[config.mk]
export PLATFORM = sky130hd
export DESIGN_NAME = irq_ctrl_flat
export DESIGN_NICKNAME = d
export VERILOG_FILES = /design/src/rtl/irq_ctrl_if.sv /design/src/rtl/irq_ctrl.sv /design/src/flat_wrapper.sv
export SDC_FILE = /design/constraint.sdc
export NUM_CORES = 1
export LEC_CHECK = 0
export CAP_MARGIN = 20
export CORE_UTILIZATION = 46
export CTS_CLUSTER_DIAMETER = 200
export DETAILED_ROUTE_END_ITERATION = 6
export HOLD_SLACK_MARGIN = 0.05
export PLACE_DENSITY_LB_ADDON = 0.25
export SLEW_MARGIN = 20
export SYNTH_ARGS = -nofsm -noshare
export SYNTH_HDL_FRONTEND = slang
export SYNTH_SLANG_ARGS = --single-unit
[constraint.sdc]
create_clock -name clk -period 1.4 [get_ports clk]
set_input_delay 0.28 -clock clk [delete_from_list [all_inputs] [get_ports clk]]
set_output_delay 0.28 -clock clk [all_outputs]
set_load 0.02 [all_outputs]
[src/rtl/irq_ctrl_if.sv]
// Bus between the CPU side and the interrupt controller: interrupt lines,
// request/acknowledge handshake and the small configuration register port.
interface irq_ctrl_if #(
    parameter int NUM_IRQ = 16
);
    logic [NUM_IRQ-1:0] irq_in;
    logic               irq_req;
    logic [3:0]         irq_vec;
    logic               irq_ack;
    logic               irq_eoi;
    logic               cfg_wen;
    logic [1:0]         cfg_addr;
    logic [15:0]        cfg_wdata;
    logic [15:0]        cfg_rdata;

    // master: the CPU / system side that raises lines and services requests
    modport master (
        output irq_in, irq_ack, irq_eoi, cfg_wen, cfg_addr, cfg_wdata,
        input  irq_req, irq_vec, cfg_rdata
    );

    // slave: the interrupt controller itself
    modport slave (
        input  irq_in, irq_ack, irq_eoi, cfg_wen, cfg_addr, cfg_wdata,
        output irq_req, irq_vec, cfg_rdata
    );
endinterface

[src/rtl/irq_ctrl.sv]
// Rising-edge interrupt controller: latches edges into PENDING, arbitrates
// unmasked sources by fixed priority (index 0 highest) and runs one at a time.
module irq_ctrl #(
    parameter int NUM_IRQ = 16
) (
    input  logic       clk,
    input  logic       rst_n,
    irq_ctrl_if.slave  bus
);

    typedef enum logic [1:0] {
        IDLE    = 2'd0,
        REQ     = 2'd1,
        SERVICE = 2'd2
    } state_t;

    localparam logic [1:0] ADDR_MASK    = 2'd0;
    localparam logic [1:0] ADDR_PENDING = 2'd1;
    localparam logic [1:0] ADDR_STATUS  = 2'd2;

    state_t             state;
    logic               irq_req_q;
    logic [3:0]         irq_vec_q;
    logic [3:0]         in_service_vec;

    logic [NUM_IRQ-1:0] irq_prev;
    logic [NUM_IRQ-1:0] pending;
    logic [NUM_IRQ-1:0] mask;

    logic [NUM_IRQ-1:0] rise;
    logic [NUM_IRQ-1:0] active;
    logic [NUM_IRQ-1:0] wr_clr;
    logic [NUM_IRQ-1:0] ack_clr;
    logic [3:0]         first_idx;
    logic               do_ack;

    assign rise   = bus.irq_in & ~irq_prev;
    assign active = pending & mask;
    assign do_ack = (state == REQ) && bus.irq_ack;
    assign wr_clr = (bus.cfg_wen && bus.cfg_addr == ADDR_PENDING)
                  ? bus.cfg_wdata[NUM_IRQ-1:0] : '0;

    // Lowest set index wins: scan downwards so the last hit is the smallest.
    // NOTE: every combinational output gets a default first so no latch is inferred.
    always_comb begin
        first_idx = '0;
        for (int i = NUM_IRQ - 1; i >= 0; i--) begin
            if (active[i]) first_idx = 4'(i);
        end
    end

    always_comb begin
        ack_clr = '0;
        for (int i = 0; i < NUM_IRQ; i++) begin
            ack_clr[i] = do_ack && (irq_vec_q == 4'(i));
        end
    end

    // A same-cycle edge is OR-ed in after the clears, so it always wins.
    // NOTE: sequential state uses non-blocking assignments only.
    always_ff @(posedge clk or negedge rst_n) begin
        if (!rst_n) begin
            irq_prev <= '0;
            pending  <= '0;
            mask     <= '0;
        end else begin
            irq_prev <= bus.irq_in;
            pending  <= (pending & ~(wr_clr | ack_clr)) | rise;
            if (bus.cfg_wen && bus.cfg_addr == ADDR_MASK) begin
                mask <= bus.cfg_wdata[NUM_IRQ-1:0];
            end
        end
    end

    // irq_vec is captured on entry to REQ and frozen until the ack, so later
    // masking or clearing of the source cannot retarget an outstanding request.
    always_ff @(posedge clk or negedge rst_n) begin
        if (!rst_n) begin
            state          <= IDLE;
            irq_req_q      <= 1'b0;
            irq_vec_q      <= '0;
            in_service_vec <= '0;
        end else begin
            case (state)
                IDLE: begin
                    if (|active) begin
                        state     <= REQ;
                        irq_req_q <= 1'b1;
                        irq_vec_q <= first_idx;
                    end
                end
                REQ: begin
                    if (bus.irq_ack) begin
                        state          <= SERVICE;
                        irq_req_q      <= 1'b0;
                        in_service_vec <= irq_vec_q;
                    end
                end
                SERVICE: begin
                    if (bus.irq_eoi) state <= IDLE;
                end
                default: begin
                    state     <= IDLE;
                    irq_req_q <= 1'b0;
                end
            endcase
        end
    end

    assign bus.irq_req = irq_req_q;
    assign bus.irq_vec = irq_vec_q;

    always_comb begin
        logic [15:0] mask_ext;
        logic [15:0] pend_ext;
        mask_ext                = '0;
        pend_ext                = '0;
        mask_ext[NUM_IRQ-1:0]   = mask;
        pend_ext[NUM_IRQ-1:0]   = pending;
        case (bus.cfg_addr)
            ADDR_MASK:    bus.cfg_rdata = mask_ext;
            ADDR_PENDING: bus.cfg_rdata = pend_ext;
            ADDR_STATUS:  bus.cfg_rdata = {10'b0, state, in_service_vec};
            default:      bus.cfg_rdata = '0;
        endcase
    end

endmodule

[src/flat_wrapper.sv]
// flat-port wrapper written by rule: the top's interface ports become plain ports
module irq_ctrl_flat 
#(
    parameter int NUM_IRQ = 16
)
  (clk, rst_n, bus_irq_in, bus_irq_ack, bus_irq_eoi, bus_cfg_wen, bus_cfg_addr, bus_cfg_wdata, bus_irq_req, bus_irq_vec, bus_cfg_rdata);
  irq_ctrl_if #(.NUM_IRQ(NUM_IRQ)) bus_i ();
  input  logic clk;
  input  logic rst_n;
  input wire logic [$bits(bus_i.irq_in)-1:0] bus_irq_in;
  input wire logic [$bits(bus_i.irq_ack)-1:0] bus_irq_ack;
  input wire logic [$bits(bus_i.irq_eoi)-1:0] bus_irq_eoi;
  input wire logic [$bits(bus_i.cfg_wen)-1:0] bus_cfg_wen;
  input wire logic [$bits(bus_i.cfg_addr)-1:0] bus_cfg_addr;
  input wire logic [$bits(bus_i.cfg_wdata)-1:0] bus_cfg_wdata;
  output wire logic [$bits(bus_i.irq_req)-1:0] bus_irq_req;
  output wire logic [$bits(bus_i.irq_vec)-1:0] bus_irq_vec;
  output wire logic [$bits(bus_i.cfg_rdata)-1:0] bus_cfg_rdata;
  assign bus_i.irq_in = bus_irq_in;
  assign bus_i.irq_ack = bus_irq_ack;
  assign bus_i.irq_eoi = bus_irq_eoi;
  assign bus_i.cfg_wen = bus_cfg_wen;
  assign bus_i.cfg_addr = bus_cfg_addr;
  assign bus_i.cfg_wdata = bus_cfg_wdata;
  assign bus_irq_req = bus_i.irq_req;
  assign bus_irq_vec = bus_i.irq_vec;
  assign bus_cfg_rdata = bus_i.cfg_rdata;
  irq_ctrl #(.NUM_IRQ(NUM_IRQ)) u_core (.clk(clk), .rst_n(rst_n), .bus(bus_i));
endmodule
* Word-level counts from Yosys, hierarchy flattened
Index checks and enable logic that the tools add are counted.
Storage, ports and cells: bits of input ports 39, logic and storage cells 89, output and inout port bits 21, register bits after elaboration 59
Cells by class: multiplexer cells 25, equality and inequality tests 22, reductions and logical operators 27, bitwise gates (word level) 8
Operators by type and width (count):
- two-way mux 4 bit | 16
- AND 16 bit | 3
- one-hot mux 16 bit (3 select lines) | 1
- equality test 4 bit (second input constant) | 8
- NOT 16 bit | 2
- OR 16 bit | 2
- logical AND 1 bit | 19
- equality test 4 x 3 -> 1 bit (second input constant) | 4
- two-way mux 16 bit | 1
- OR reduction 16 bit | 1
- equality test 4 x 2 -> 1 bit (second input constant) | 2
- two-way mux 2 bit | 3
- one-hot mux 2 bit (3 select lines) | 1
- AND reduction 3 bit | 2
- equality test 2 x 1 -> 1 bit (second input constant) | 2
- equality test 2 bit (second input constant) | 2
- equality test 4 x 1 -> 1 bit (second input constant) | 1
- zero test 2 bit | 2
- zero test 4 bit | 1
- inequality test 2 bit (second input constant) | 2
- AND reduction 2 bit | 2
- one-hot mux 1 bit (3 select lines) | 1
- two-way mux 1 bit | 2
- inequality test 2 x 1 -> 1 bit (second input constant) | 1
- NOT 1 bit | 1

* Logic depth before layout (Yosys ltp)
Gate-level depths: netlist of the first run.
depth after elaboration 17, gate-level depth with buffers 7, mapped depth without buffers 5

* Worst setup path before layout of the first run
No wires, ideal clock.
kind register to register, from reg u_core.mask[13], to reg u_core.irq_vec_q[2], in the netlist u_core.bus.irq_vec[2], period minus slack after synthesis 1485 ps, library setup time 125 ps, stages on the path, launching flop included 5, path slack -85 ps, buffers on the path 0, data required time 1275 ps, arrival 1360 ps, cells stage by stage dfrtp_1 a22oi_1 nand4_2 o21ai_4 mux2_4
Between the ends: longest elaborated chain between the ends 15, elaborated cells on any way between the ends 17, those cells by class mux: 14; bitwise: 1; reduce/logical: 2
Ends and longest elaborated chain:
- from (decl) | RTL line irq_ctrl.sv:28 | logic [NUM_IRQ-1:0] mask;
- from (signal assigned) | RTL line irq_ctrl.sv:70 | mask <= bus.cfg_wdata[NUM_IRQ-1:0];
- AND 16 bit * | RTL line irq_ctrl.sv:38 | assign active = pending & mask;
- two-way mux 4 bit (14 in series) | RTL line irq_ctrl.sv:48 | if (active[i]) first_idx = 4'(i);
- to (signal assigned) | RTL line irq_ctrl.sv:89 | irq_vec_q <= first_idx;
- to (decl) | RTL line irq_ctrl.sv:23 | logic [3:0] irq_vec_q;
Mark *: on every way between the ends. The rest lies on a longest branch, timed or not. A chain may end at the register's enable or synchronous reset.

* Final worst setup path of the first run
from reg u_core.pending[1], to reg u_core.irq_vec_q[2], in the netlist u_core.bus.irq_vec[2]
Between the ends: longest elaborated chain between the ends 3, elaborated cells on any way between the ends 5, those cells by class mux: 2; bitwise: 1; reduce/logical: 2
Ends and longest elaborated chain:
- from (decl) | RTL line irq_ctrl.sv:27 | logic [NUM_IRQ-1:0] pending;
- from (signal assigned) | RTL line irq_ctrl.sv:68 | pending <= (pending & ~(wr_clr | ack_clr)) | rise;
- AND 16 bit * | RTL line irq_ctrl.sv:38
- OR reduction 16 bit / two-way mux 4 bit (equally long branches) | RTL line irq_ctrl.sv:86, irq_ctrl.sv:48
- AND reduction 2 bit (no source line) / two-way mux 4 bit (equally long branches)
Marks and branches as above.

==> results of run 1 <==
[worst min path at each step]
stage | depth (start not counted) | startpoint | endpoint | slack [ns]
6_report | 2 | bus_irq_ack | u_core.state[0] | 0.40
5_1_grt | 1 | bus_irq_in[13] | u_core.irq_prev[13] | 0.40
4_1_cts | 2 | bus_irq_ack | u_core.state[0] | 0.39
3_5_place_dp | 2 | rst_n | u_core.irq_prev[14] | 0.31
3_3_place_gp | 2 | rst_n | u_core.pending[13] | 0.31
2_1_floorplan | 0 | rst_n | u_core.bus.irq_req | -0.02
[metrics by stage]
step                cell area, um^2  power [uW]
floorplan                      2823        3594
global placement               3841        4820
detailed placement             3841        4885
CTS                            4199        6977
global route                   4314        7602
finish                         4314        7255
[placed cells by master (no fill, tap or decap), types with 2 or more instances in the layout]
cell	instances
mux2i_1	16
o21ai_1	21
a22oi_1	2
o211ai_1	12
clkdlybuf4s50_1	34
dlygate4sd2_1	4
o311ai_2	4
buf_4	59
bufinv_16	3
o31ai_1	2
a21oi_1	5
dfrtp_2	5
nand3_1	2
o21ai_0	3
nor2b_1	2
nand2_1	54
clkinv_2	2
clkbuf_8	9
a31oi_1	2
nor2_4	2
a21oi_2	2
nand2_2	2
nor2_1	12
nand2b_1	2
inv_1	17
clkdlybuf4s15_2	2
dfrtp_1	54
mux2_2	16
a22oi_2	7
buf_2	8
clkbuf_2	2
buf_12	3
buf_6	13
[final cells by class]
class                   count  area, um^2  area share
clock buffers               9       123.9     0.02871
inverters                  17       63.81     0.01479
multi-input cells         186        1326      0.3074
flip-flops and latches     59        1483      0.3437
well taps                  75       93.84     0.02175
clock inverters             7       116.4     0.02697
repair buffers            126        1107      0.2567
[per-layer routing]
layer	track usage	up-vias	wire length, um
met5	0	-	0
met4	0.1518	0	250
met3	0.04773	26	460
met2	0.4444	121	4221
met1	0.3464	1317	3521
li1	-	1222	-
[logic make-up (layout without fill, tap and decap cells)]
kind of cell / after synthesis / count (layout) / synth area share
AOI/OAI and AO/OA: 67 / 67 / 0.1589
buffers and inverters: 25 / 159 / 0.04241
DFF: 59 / 59 / 0.5268
muxes: 33 / 33 / 0.1268
and+or+nand+nor: 86 / 86 / 0.1451
[critical path, cell delays in order (launching register included)]
cell,delay [ns]
dfrtp_1,0.42
a22oi_2,0.22
nand4_1,0.23
o21ai_4,0.28
mux2_4,0.32
[power by group through the flow]
stage	clock (uW)	sequential, uW	combinational [uW]
floorplan	0	2480	1110
global placement	0	2440	2380
detailed placement	0	2450	2430
CTS	1920	2440	2620
global route	2000	2510	3080
finish	1900	2480	2880
[cell usage after synthesis (all sizes together), types with 2 or more instances]
cell	count	share of area
o211ai	12	0.032
nand3	3	0.0054
o21ai	26	0.050
nand2b	2	0.0045
o311ai	4	0.013
mux2	17	0.070
dfrtp	59	0.53
a31oi	2	0.0045
nor2b	2	0.0045
inv	17	0.023
nand4	2	0.0067
mux2i	16	0.057
nand2	56	0.075
nor2	14	0.021
buf	7	0.018
o31ai	2	0.0054
a22oi	9	0.026
nand3b	2	0.0098
a21oi	7	0.012
[state kept, by name, indices dropped and copies added, names as in the netlist]
name                   count
u_core.pending            16
u_core.irq_prev           16
u_core.in_service_vec      4
u_core.state               2
u_core.bus.irq_vec         4
u_core.bus.irq_req         1
u_core.mask               16
[what timing repair did]
item,in CTS,in global routing
resized for setup,114,28
setup buffers,15,6
setup endpoints to repair,59,40
pin swaps,20,21
endpoints found under the hold margin,59,0
hold buffers,1,0
==> flow_metrics.tcl, run 1 <==
set metrics [dict create \
    status "finished, violations left" \
    violations "DRC, setup timing" \
    antenna_found_initial 0 \
    dp_cells 444 \
    nets 438 \
    worst_slew_pin_slew_ns 0.3246 \
    hpwl_mm 5.323 \
    wirelength_mm 8.453 \
    clock-sinks 59 \
    wl_per_cell_um 17.65 \
    clock_skew_ns 0.005443 \
    core-area_mm2 0.005886 \
    syn-mean-instance-area_um2 10.38 \
    grt_overflow_total 0 \
    finalCritPeriodShare 1.130 \
    drt_iter0_markers 190 \
    rows 28 \
    hold_slack_ns 0.3971 \
    die_area_mm2 0.006409 \
    rrSetupSlack_ns -0.18 \
    grt_pass1_vias 2665 \
    rr_startpoint "u_core.pending[1]" \
    finalHoldViolCount 0 \
    ys_async_sr_fraction 1.000 \
    clkPwrFrac 0.261 \
    area_delta_synth_final_pct 53.93 \
    insertion_delay_ns 0.34 \
    portBuffers 59 \
    slew_headroom 0.7836 \
    die-height_um 80.06 \
    n_antenna_cell 0 \
    final_cell_count_no_fill 479 \
    ios 60 \
    power.switching_uw 2541 \
    dp_slack_ns -0.8679 \
    path_class "reg -> reg" \
    leakage_uw 0.001968 \
    firstDrtPassIters 7 \
    setup_viol 26 \
    syn_inst 270 \
    via_per_inst 5.608 \
    max_freq_ghz 0.6321 \
    yosysSeqAreaShare 0.5268 \
    maxCapViolations 0 \
    synth_ff_type "dfrtp_1" \
    grt_max_degree 60 \
    ir_worst_vdd_mv 0.9212 \
    endpoint_kind "flop" \
    synth-seq-cells 59 \
    rsz0062_at_grt "true" \
    fin_crit_ns 1.582 \
    p_int_uw 4714 \
    cts_tree "yes" \
    place_congestion 0.8895 \
    slew_violations 0 \
    endpoint "u_core.bus.irq_vec[2]" \
    synth_edf_count 0 \
    worst_ep_required_time_ns 1.63 \
    fillCellCount 438 \
    cts-root-buf "clkbuf_8" \
    r2r_cells 4 \
    vias 2686 \
    ant_nets 0 \
    crit_fanout 5 \
    setup_ws_ns -0.1820 \
    crit_arrival_ns 1.81 \
    syn_nets 309 \
    rr_endpoint "u_core.bus.irq_vec[2]" \
    synthesis.area_mm2 0.002803 \
    grt_pass1_wl_mm 12.94 \
    grt_use_total 0.2740 \
    remaining_drc_errors 1 \
    min_path_type "in -> reg" \
    clockBufferDepth 2 \
    drive_above_1_share 0.3762 \
    startpoint_type "flop" \
    yosys.cell_types.count 41 \
    initial_utilization 0.4762 \
    p_per_area_mw_per_mm2 1682 \
    pwr-share-comb 0.397 \
    cts_htree_levels 3 \
    p_sw_frac 0.3502 \
    critPathLaunch "u_core.pending[1]" \
    ys.warnings.count 0 \
    p_seq_frac 0.341 \
    cts_buffers 9 \
    tns_ns -1.797 \
    final_util 0.7330 \
    clkTransAtPathRegs_ns 0.07 \
    die_w_um 80.06 \
]
Power figures use the tool's default switching activity.
==> run 2, diff against run 1 <==
--- a/config.mk
+++ b/config.mk
@@ -7,9 +7,10 @@
 export LEC_CHECK = 0
 export CAP_MARGIN = 20
 export CORE_UTILIZATION = 46
+export CTS_BUF_LIST = sky130_fd_sc_hd__clkbuf_16
 export CTS_CLUSTER_DIAMETER = 200
 export DETAILED_ROUTE_END_ITERATION = 6
-export HOLD_SLACK_MARGIN = 0.05
+export HOLD_SLACK_MARGIN = 0.03
 export PLACE_DENSITY_LB_ADDON = 0.25
 export SLEW_MARGIN = 20
 export SYNTH_ARGS = -nofsm -noshare
==> run 2 against run 1 <==
The run ends with setup timing left. Wire length rose by 6.1%. Fmax fell by 0.90%. Worst setup slack got worse by 0.014 ns. Count of clock-buffer cells in the layout did not move. Flip-flop and latch count did not move. Worst hold slack improved by 0.0079 ns. Critical endpoint is now bus_cfg_rdata[1]. Highest routed layer unchanged.
==> flow_metrics.tcl, run 2 (synthesis results as in run 1) <==
set metrics [dict create \
    status "finished, violations left" \
    violations "setup timing" \
    die_w_um 80.06 \
    finalHoldViolCount 0 \
    grt_max_degree 60 \
    leakage_uw 0.002041 \
    initial_utilization 0.4762 \
    wirelength_mm 8.972 \
    vias 2729 \
    slowest_delay_ns 0.43 \
    power_uw 8039 \
    fillCellCount 399 \
    portBuffers 59 \
    core-area_mm2 0.005886 \
    crit_path_cell_trace "buf_6, mux2i_1, o21ai_1, buf_4" \
    ir_worst_vdd_mv 1.195 \
    cts-root-buf "clkbuf_16" \
    hold_start "u_core.irq_prev[4]" \
    via_per_inst 5.615 \
    rr_endpoint "u_core.bus.irq_vec[2]" \
    worst_hold_path.endpoint "u_core.pending[4]" \
    drt_iter0_markers 226 \
    drive_above_1_share 0.3917 \
    place_congestion 0.8895 \
    worst_slew_pin_slew_ns 0.3229 \
    multi_input_area_mm2 0.001323 \
    fin_crit_ns 1.596 \
    n_antenna_cell 0 \
    max_freq_ghz 0.6264 \
    grt_pass1_wl_mm 13.94 \
    grt_pass1_vias 2768 \
    worst_ep_required_time_ns 1.12 \
    ant_nets 0 \
    grt_overflow_total 0 \
    final_common_cell "buf_4" \
    area_delta_synth_final_pct 59.64 \
    setup_viol 27 \
    remaining_drc_errors 0 \
    startpoint_type "flop" \
    rows 28 \
    mostFrequentLayoutCells "buf_4, nand2_1, dfrtp_1, clkdlybuf4s50_1, o21ai_1" \
    clock_skew_ns 0.006551 \
    tns_ns -1.698 \
    final_area_mm2 0.004474 \
    cts_htree_levels 3 \
    slew_violations 0 \
    clkTransAtPathRegs_ns 0.06 \
    place_area_mm2 0.003841 \
    setup_ws_ns -0.1963 \
    hpwl_mm 5.323 \
    path_class "reg -> out" \
    wl_per_cell_um 18.46 \
    crit_fanout 4 \
    nets 445 \
    r2r_cells 4 \
    maxCapViolations 0 \
    cts_buffers 9 \
    rr_startpoint "u_core.pending[4]" \
    finalCritPeriodShare 1.140 \
    rrSetupSlack_ns -0.19 \
    min_path_type "reg -> reg" \
    insertion_delay_ns 0.33 \
    holdPathStages 1 \
    crit_arrival_ns 1.32 \
    endpoint_kind "output port" \
    ios 60 \
    p_per_area_mw_per_mm2 1797 \
    die-height_um 80.06 \
    rsz0062_at_grt "true" \
    firstDrtPassIters 7 \
    clockBufferDepth 2 \
    antenna_found_initial 0 \
    clock-sinks 59 \
    cts_tree "yes" \
    slew_headroom 0.7847 \
    die_area_mm2 0.006409 \
    cp_slowest_cell "dfrtp_1" \
    reg_top3 "u_core.irq_prev: 16 flops, u_core.mask: 16 flops, u_core.pending: 16 flops" \
    seqCellArea_mm2 0.001484 \
    grt_use_total 0.2952 \
]
[run 2: cell count changes in the layout (fill, tap and decap cells not counted), sizes merged]
cell           change
buf                +8
clkdlybuf4s15      -1
[run 2: how the worst max path moves through the flow]
stage | startpoint | endpoint | depth (start not counted)
global route | u_core.mask[1] | u_core.bus.irq_vec[2] | 4
finish | u_core.mask[1] | bus_cfg_rdata[1] | 4
CTS | u_core.pending[4] | u_core.bus.irq_vec[2] | 4
global placement | bus_cfg_addr[1] | bus_cfg_rdata[4] | 5
floorplan | u_core.mask[7] | u_core.bus.irq_vec[2] | 4
detailed placement | bus_cfg_addr[1] | bus_cfg_rdata[4] | 5
[run 2: timing repair]
item                                   CTS  global route
endpoints found under the hold margin   59             0
gates resized for setup                126            25
setup buffers                           19             9
hold buffers                             1             0
pin swaps                               23            12
setup endpoints to repair               58            38
[run 2: report_power, final]
part | switching (uW) | internal [uW]
Sequential | 432 | 2070
Combinational | 1470 | 1530
Clock | 797 | 1730
[run 2: metal layers]
layer,GRT usage,part of all wire,vias up,wire length [um]
met4,0.1411,0.029,0,264
met1,0.3900,0.43,1355,3878
met3,0.04659,0.052,30,470
met5,0,0,-,0
li1,-,-,1232,-
met2,0.4735,0.49,112,4358
[run 2: area by class of cell]
type / count / area share
Clock buffer: 9 / 0.05034
Clock inverter: 7 / 0.02601
Inverter: 17 / 0.01426
Multi-Input combinational cell: 186 / 0.2956
Sequential cell: 59 / 0.3317
Tap cell: 75 / 0.02097
Timing Repair Buffer: 133 / 0.2612
[run 2: through the flow]
| stage | worst slack (ns) | hold WS (ns) | utilization | cells |
|---|---|---|---|---|
| 3_5_place_dp | -0.8679 | 0.3068 | 0.6526 | 444 |
| 2_1_floorplan | -0.07354 | -0.01559 | - | 270 |
| 3_3_place_gp | -0.8090 | 0.3095 | 0.6526 | 444 |
| 4_1_cts | -0.1528 | 0.4064 | 0.7432 | 478 |
| 6_report | -0.1963 | 0.4050 | 0.7602 | 486 |
| 5_1_grt | -0.2583 | 0.4154 | 0.7602 | 486 |
[run 2: critical path: cells and delay by family (launching register included)]
family | cells | cell delay, ns
AO/OA/AOI/OAI | 1 | 0.11
buffers and inverters | 2 | 0.30
flip-flops | 1 | 0.43
multiplexers | 1 | 0.15
